===== config.mk =====
export PLATFORM = sky130hd
export DESIGN_NAME = trace_capture_buffer
export DESIGN_NICKNAME = d
export VERILOG_FILES = /design/src/rtl/trace_pkg.sv /design/src/rtl/trace_ring_mem.sv /design/src/rtl/trace_capture_buffer.sv
export SDC_FILE = /design/constraint.sdc
export NUM_CORES = 2
export LEC_CHECK = 0
export BUFFER_PORTS_ARGS = -buffer_cell sky130_fd_sc_hd__buf_2
export CORE_ASPECT_RATIO = 0.8
export CORE_MARGIN = 2
export CORE_UTILIZATION = 40
export CTS_CLUSTER_SIZE = 14
export DETAILED_ROUTE_END_ITERATION = 10
export GPL_TIMING_DRIVEN = 0
export PLACE_DENSITY = 0.53
export SYNTH_ARGS = -nofsm -noshare
export SYNTH_HDL_FRONTEND = slang
export SYNTH_SLANG_ARGS = --single-unit

===== constraint.sdc =====
create_clock -name clock -period 18.34 [get_ports clock]
set_clock_uncertainty 0.15 [all_clocks]
set_input_delay 4.585 -clock clock [delete_from_list [all_inputs] [get_ports clock]]
set_output_delay 4.585 -clock clock [all_outputs]
set_load 0.02 [all_outputs]

===== src/rtl/trace_pkg.sv =====
// Shared definitions for the execution tracer: FSM encoding, event flag
// bit positions and the layout of one captured trace entry.
package trace_pkg;

    typedef enum logic [1:0] {
        ST_IDLE  = 2'd0,
        ST_ARMED = 2'd1,
        ST_POST  = 2'd2,
        ST_DONE  = 2'd3
    } trace_state_t;

    // Bit positions inside the 3-bit flags field of an entry.
    localparam int FLAG_REG_WE = 0;
    localparam int FLAG_MEM_WE = 1;
    localparam int FLAG_MEM_RE = 2;
    localparam int FLAGS_W     = 3;
    localparam int REG_ADDR_W  = 5;

    // Entry layout, LSB first:
    // mem_data | mem_addr | reg_wdata | reg_waddr | pc | flags | stamp
    function automatic int entry_w(input int stamp_w, input int xlen);
        return stamp_w + FLAGS_W + REG_ADDR_W + 4 * xlen;
    endfunction

    function automatic int off_mem_data(input int xlen);
        return 0 * xlen;
    endfunction

    function automatic int off_mem_addr(input int xlen);
        return xlen;
    endfunction

    function automatic int off_reg_wdata(input int xlen);
        return 2 * xlen;
    endfunction

    function automatic int off_reg_waddr(input int xlen);
        return 3 * xlen;
    endfunction

    function automatic int off_pc(input int xlen);
        return 3 * xlen + REG_ADDR_W;
    endfunction

    function automatic int off_flags(input int xlen);
        return 4 * xlen + REG_ADDR_W;
    endfunction

    function automatic int off_stamp(input int xlen);
        return 4 * xlen + REG_ADDR_W + FLAGS_W;
    endfunction

endpackage


===== src/rtl/trace_ring_mem.sv =====
// Circular entry store for the tracer. Holds DEPTH entries with write and
// read pointers plus an occupancy count. 'push' appends into free space,
// 'overwrite' appends over the oldest entry when full (read pointer moves
// with it), 'pop' retires the oldest entry. The caller never asserts pop in
// the same cycle as push/overwrite, since readout and capture are exclusive.
module trace_ring_mem
    import trace_pkg::*;
#(
    parameter int DEPTH   = 16,
    parameter int ENTRY_W = 152,
    localparam int AW     = $clog2(DEPTH)
) (
    input  logic               clock,
    input  logic               reset,
    input  logic               clear,
    input  logic               push,
    input  logic               overwrite,
    input  logic               pop,
    input  logic [ENTRY_W-1:0] wdata,
    output logic [ENTRY_W-1:0] rdata,
    output logic [AW:0]        count,
    output logic               full
);

    logic [ENTRY_W-1:0] storage [DEPTH];
    logic [AW-1:0]      wr_ptr;
    logic [AW-1:0]      rd_ptr;

    assign full  = (count == (AW+1)'(DEPTH));
    assign rdata = storage[rd_ptr];

    // Storage write port; contents are deliberately left unreset.
    always_ff @(posedge clock) begin
        if (!clear && (push || overwrite)) begin
            storage[wr_ptr] <= wdata;
        end
    end

    // Pointer and occupancy bookkeeping; pointers wrap naturally at DEPTH.
    always_ff @(posedge clock or posedge reset) begin
        if (reset) begin
            wr_ptr <= '0;
            rd_ptr <= '0;
            count  <= '0;
        end else if (clear) begin
            wr_ptr <= '0;
            rd_ptr <= '0;
            count  <= '0;
        end else begin
            if (push || overwrite) begin
                wr_ptr <= wr_ptr + 1'b1;
            end
            if (overwrite || pop) begin
                rd_ptr <= rd_ptr + 1'b1;
            end
            if (push) begin
                count <= count + 1'b1;
            end else if (pop) begin
                count <= count - 1'b1;
            end
        end
    end

endmodule


===== src/rtl/trace_capture_buffer.sv =====
// On-chip execution tracer. Records pc / register-write / memory events into
// a ring buffer after 'arm', stops on full (no-wrap), trigger plus post
// count, or cycle limit, then drains oldest-first over a valid/ready port.
//
// state | meaning
// IDLE  | after reset, events ignored
// ARMED | capturing, watching for the pc trigger
// POST  | trigger seen, capturing POST_COUNT more entries
// DONE  | capture stopped, buffer drains over out_valid/out_ready
module trace_capture_buffer
    import trace_pkg::*;
#(
    parameter int XLEN        = 32,
    parameter int DEPTH       = 16,
    parameter int STAMP_W     = 16,
    parameter int POST_COUNT  = 4,
    parameter int CYCLE_LIMIT = 0,
    localparam int ENTRY_W    = entry_w(STAMP_W, XLEN),
    localparam int CNT_W      = $clog2(DEPTH) + 1
) (
    input  logic               clock,
    input  logic               reset,
    input  logic               arm,
    input  logic               wrap_mode,
    input  logic               trig_en,
    input  logic [XLEN-1:0]    trig_pc,
    input  logic [XLEN-1:0]    pc,
    input  logic               reg_we,
    input  logic [4:0]         reg_waddr,
    input  logic [XLEN-1:0]    reg_wdata,
    input  logic               mem_we,
    input  logic               mem_re,
    input  logic [XLEN-1:0]    mem_addr,
    input  logic [XLEN-1:0]    mem_data,
    output logic               out_valid,
    input  logic               out_ready,
    output logic [ENTRY_W-1:0] out_entry,
    output logic [1:0]         state,
    output logic [CNT_W-1:0]   count,
    output logic               overflow
);

    localparam int PCNT_W = (POST_COUNT < 1) ? 1 : $clog2(POST_COUNT + 1);
    // Last stamp value allowed when a cycle limit is configured.
    localparam logic [STAMP_W-1:0] LIMIT_STAMP =
        STAMP_W'((CYCLE_LIMIT > 0) ? (CYCLE_LIMIT - 1) : 0);

    trace_state_t        state_q;
    trace_state_t        state_d;
    logic                wrap_q;
    logic [STAMP_W-1:0]  stamp_q;
    logic [PCNT_W-1:0]   post_q;
    logic [PCNT_W-1:0]   post_d;
    logic                overflow_q;

    logic [FLAGS_W-1:0]  flags;
    logic                event_hit;
    logic                capturing;
    logic                full;
    logic                do_push;
    logic                do_over;
    logic                do_drop;
    logic                captured;
    logic                trig_hit;
    logic                limit_hit;
    logic                pop;
    logic [ENTRY_W-1:0]  wr_entry;
    logic [ENTRY_W-1:0]  rd_entry;

    // Event classification; x0 writes are architecturally invisible, so skip them.
    always_comb begin
        flags              = '0;
        flags[FLAG_REG_WE] = reg_we && (reg_waddr != 5'd0);
        flags[FLAG_MEM_WE] = mem_we;
        flags[FLAG_MEM_RE] = mem_re;
    end

    assign event_hit = |flags;
    assign capturing = (state_q == ST_ARMED) || (state_q == ST_POST);
    assign do_push   = capturing && event_hit && !full && !arm;
    assign do_over   = capturing && event_hit && full && wrap_q && !arm;
    assign do_drop   = capturing && event_hit && full && !wrap_q;
    assign captured  = do_push || do_over;
    assign trig_hit  = (state_q == ST_ARMED) && trig_en && (pc == trig_pc);
    assign limit_hit = (CYCLE_LIMIT != 0) && capturing && (stamp_q == LIMIT_STAMP);

    assign wr_entry  = {stamp_q, flags, pc, reg_waddr, reg_wdata, mem_addr, mem_data};

    assign out_valid = (state_q == ST_DONE) && (count != '0);
    assign out_entry = out_valid ? rd_entry : '0;
    assign pop       = out_valid && out_ready && !arm;
    assign state     = state_q;
    assign overflow  = overflow_q;

    trace_ring_mem #(
        .DEPTH   (DEPTH),
        .ENTRY_W (ENTRY_W)
    ) u_ring (
        .clock     (clock),
        .reset     (reset),
        .clear     (arm),
        .push      (do_push),
        .overwrite (do_over),
        .pop       (pop),
        .wdata     (wr_entry),
        .rdata     (rd_entry),
        .count     (count),
        .full      (full)
    );

    // FSM state and post-trigger counter registers.
    always_ff @(posedge clock or posedge reset) begin
        if (reset) begin
            state_q <= ST_IDLE;
            post_q  <= '0;
        end else begin
            state_q <= state_d;
            post_q  <= post_d;
        end
    end

    // Next-state logic; stop causes override the trigger, arm overrides all.
    always_comb begin
        state_d = state_q;
        post_d  = post_q;
        case (state_q)
            ST_ARMED: begin
                if (trig_hit) begin
                    post_d  = PCNT_W'(POST_COUNT);
                    state_d = (POST_COUNT == 0) ? ST_DONE : ST_POST;
                end
            end
            ST_POST: begin
                if (captured && (post_q != '0)) begin
                    post_d = post_q - 1'b1;
                    if (post_q == PCNT_W'(1)) begin
                        state_d = ST_DONE;
                    end
                end
            end
            default: begin
                state_d = state_q;
            end
        endcase
        if (do_drop || limit_hit) begin
            state_d = ST_DONE;
        end
        if (arm) begin
            state_d = ST_ARMED;
            post_d  = '0;
        end
    end

    // Wrap-mode latch, cycle stamp and sticky overflow flag.
    always_ff @(posedge clock or posedge reset) begin
        if (reset) begin
            wrap_q     <= 1'b0;
            stamp_q    <= '0;
            overflow_q <= 1'b0;
        end else if (arm) begin
            wrap_q     <= wrap_mode;
            stamp_q    <= '0;
            overflow_q <= 1'b0;
        end else begin
            if (capturing) begin
                stamp_q <= stamp_q + 1'b1;
            end
            if (do_over || do_drop) begin
                overflow_q <= 1'b1;
            end
        end
    end

endmodule


==> reports/metrics.csv <==
stage,metric,value,unit
timing,Tcrit/Tclk final,51.8,%
timing,Hold Worst Slack,370,ps
timing,final hold violation count,0,
yosys,Synth Net Count,4020,
yosys,Synth Cell Area,94800,um2
global_route,initial antenna violation count,54,
floorplanning,Chip Width,548,um
cells_and_area,Final nets,4923,
timing,Slew Limit Headroom,0.288,%
cts,postcts setup bufs,0,
setup_path,crit path DAT,4760,ps
setup_path,CP Class,reg2out,
cts,Clock Tree Buf Depth,4,
route,WL/cell,31.6,um
outcome,outcome,"finished, violations left",
route,vias per cell,5.56,
timing,max-slew violations,0,
yosys,cell count after synthesis,3829,
setup_path,Crit path required time,13610,ps
place,PortBufs,334,
job,max-cap violations,1,
global_route,GRT Overall Usage,21.1,%
route,drt pass-1 iters,8,
setup_path,crit path capture,out_entry[127],
cts,CTS H-tree lvls,5,
setup_path,crit end category,output port,
route,met3 wire length,15.0,mm
yosys,Post-synth EDFFs,2432,
route,routed wl met2,119,mm
yosys,syn avg cell area,24.8,um2
power_and_ir_drop,Cell Pwr Density,119,nW/um2
cts,CTS tree,done,
timing,unrepaired setup endpoints after global routing,no,
place,gpl congestion,0.691,
cts,hold_buf cts,0,
cts,CTS resizes,0,
setup_path,reg2reg end,u_ring.storage[12][48],
route,DR top layer,met5,
yosys,Synth Register Bits,2468,
setup_path,worst r2r src,state[0],
cts,Root Driver,clkbuf_16,
outcome,failing checks,max-capacitance violations,
worst_hold_path,Min-Delay Path Class,reg2reg,
yosys,Yosys Warn Count,0,
timing,Worst Tran Pin Value,1500,ps
cts,Clock Latency Late Sink,910,ps
cts,Clock Sinks,2468,
global_route,vias in the first global route,45900,
cells_and_area,"commonest non-fill, non-tap cells in the layout","2432 x edfxtp_1, 760 x mux4_2, 344 x buf_2, 282 x clkbuf_16, 187 x buf_4",
timing,time the worst path needs with I/O delays and setup,9490,ps
cells_and_area,layout cells sized above 1,37.7,%
global_route,global route total overflow,0,
route,DRC,0,
floorplanning,Die Ht,439,um
timing,count of final setup violators,0,
global_route,largest net degree at the start of global routing,40,
cells_and_area,Layout area overhead,18.5,%
setup_path,startpoint types,flip-flop,
cts,CTS clock-pin slew for the worst setup and hold paths,60,ps
timing,aggregate negative setup slack,0,ps
setup_path,maximum net fanout on the critical path,10,
route,routed length on met1,113,mm
power_and_ir_drop,LEAKAGE,35.5,nW
cts,Num CTS Buffers,274,
route,vias,44800,
floorplanning,Die ar.,241000,um2
global_route,global-route wire length before repair,356,mm
route,DRT antenna net count,0,
yosys,Yosys cell types,56,
floorplanning,CORE AREA,235000,um2
setup_path,Reg2Reg Depth,13,
yosys,register area share after synthesis,78.0,%
route,Initial DRC Count,4702,
yosys,ys async rst share,1.46,%
place,DP HPWL,167,mm
setup_path,R2R setup slack,13880,ps
power_and_ir_drop,Total Power,13.4,mW
yosys,"Top FF cell, synth",edfxtp_1,
floorplanning,Initial Util,40.3,%
timing,Peak Freq,105,MHz
route,DRT Wirelength,254,mm
floorplanning,IO Pins,335,
floorplanning,num rows,159,
power_and_ir_drop,Peak VDD IR,0.0000679,V
cells_and_area,"most common cell after layout, fill and taps aside",edfxtp_1,
setup_path,crit path from,u_ring.rd_ptr[1],
through the flow:
step | std cells | area (um2) | worst slack (ps) | utilization, %
3_5_place_dp | 7595 | 104000 | 9700 | 44.3
2_1_floorplan | 3829 | 94800 | -2380 | -
6_report | 8060 | 112000 | 8850 | 47.8
5_1_grt | 8055 | 112000 | 8660 | 47.8
4_1_cts | 8049 | 112000 | 8680 | 47.8
3_3_place_gp | 7302 | 100000 | -25470 | 42.7
per-layer routing:
metal  vias to the layer above  GRT usage (%)
met5                         -              0
met4                        22           6.09
met3                       430           4.21
met2                      1435           32.9
met1                     24600           30.3
li1                      18300              -
critical path: stages, from the launching register on:
cell and delay, ps:
dfrtp_1 360, clkbuf_1 220, clkbuf_1 1120, buf_1 810
mux4_2 420, mux4_2 460, and2_1 250, buf_2 190
state kept, by name, indices dropped and copies added (netlist names):
signal          flops
u_ring.wr_ptr       4
u_ring.storage   2432
wrap_q              1
state               2
post_q              3
u_ring.rd_ptr       4
overflow            1
u_ring.count        5
stamp_q            16
area by class of cell:
cell class | count | area (um2)
Fill cell | 19300 | 123000
Sequential cell | 2468 | 73900
Multi-Input combinational cell | 1144 | 19800
Inverter | 22 | 82.6
Clock buffer | 342 | 7290
Antenna cell | 11 | 27.5
Clock inverter | 112 | 977
Timing Repair Buffer | 627 | 5250
Tap cell | 3139 | 3930
Buffer | 195 | 1080
synthesized netlist by cell type, drive strengths merged (2+ instances only):
library cell,n,area [um2]
nand4,8,50.1
buf,96,696
xnor2,9,78.8
and3,3,18.8
or3,3,18.8
ha,16,200
xor2,39,342
a31oi,4,25.0
clkbuf,99,372
inv,22,82.6
dfrtp,36,901
o31ai,2,20.0
nand2,18,70.1
nor2,35,131
a21boi,2,15.0
a32o,2,20.0
nand2b,4,25.0
a21oi,8,40.0
nand4b,3,26.3
and2,159,995
mux2,2,22.5
mux4,760,17100
edfxtp,2432,73000
nor4,13,87.6
o21ai,8,40.0
nor3,11,55.1
a22o,3,26.3
or2,2,15.0
mux2i,7,70.1
nand3,6,35.0
cell families after synthesis:
kind of cell    count (synthesis)  share of synthesized area (%)
flops                        2468                           78.0
mux                           769                           18.2
simple gates                  271                           1.66
buf+inv                       217                           1.21
xor+xnor                       48                          0.443
compound gates                 39                          0.304
fa+ha+maj                      17                          0.232
worst min path at each step:
stage                      start     end  slack, ps  cells past startpoint
final                     wrap_q  wrap_q        370                      1
after global placement    wrap_q  wrap_q        360                      1
after detailed placement  wrap_q  wrap_q        360                      1
after CTS                 wrap_q  wrap_q        380                      1
after global routing      wrap_q  wrap_q        400                      1
after floorplan           wrap_q  wrap_q        340                      1
power by group:
group	switching (mW)	leakage, nW	internal, mW
registers	0.0632	22.5	6.45
clock network	2.13	4.05	3.04
logic	0.993	9.01	0.714
Note: power is estimated with default switching activity, not from simulation.
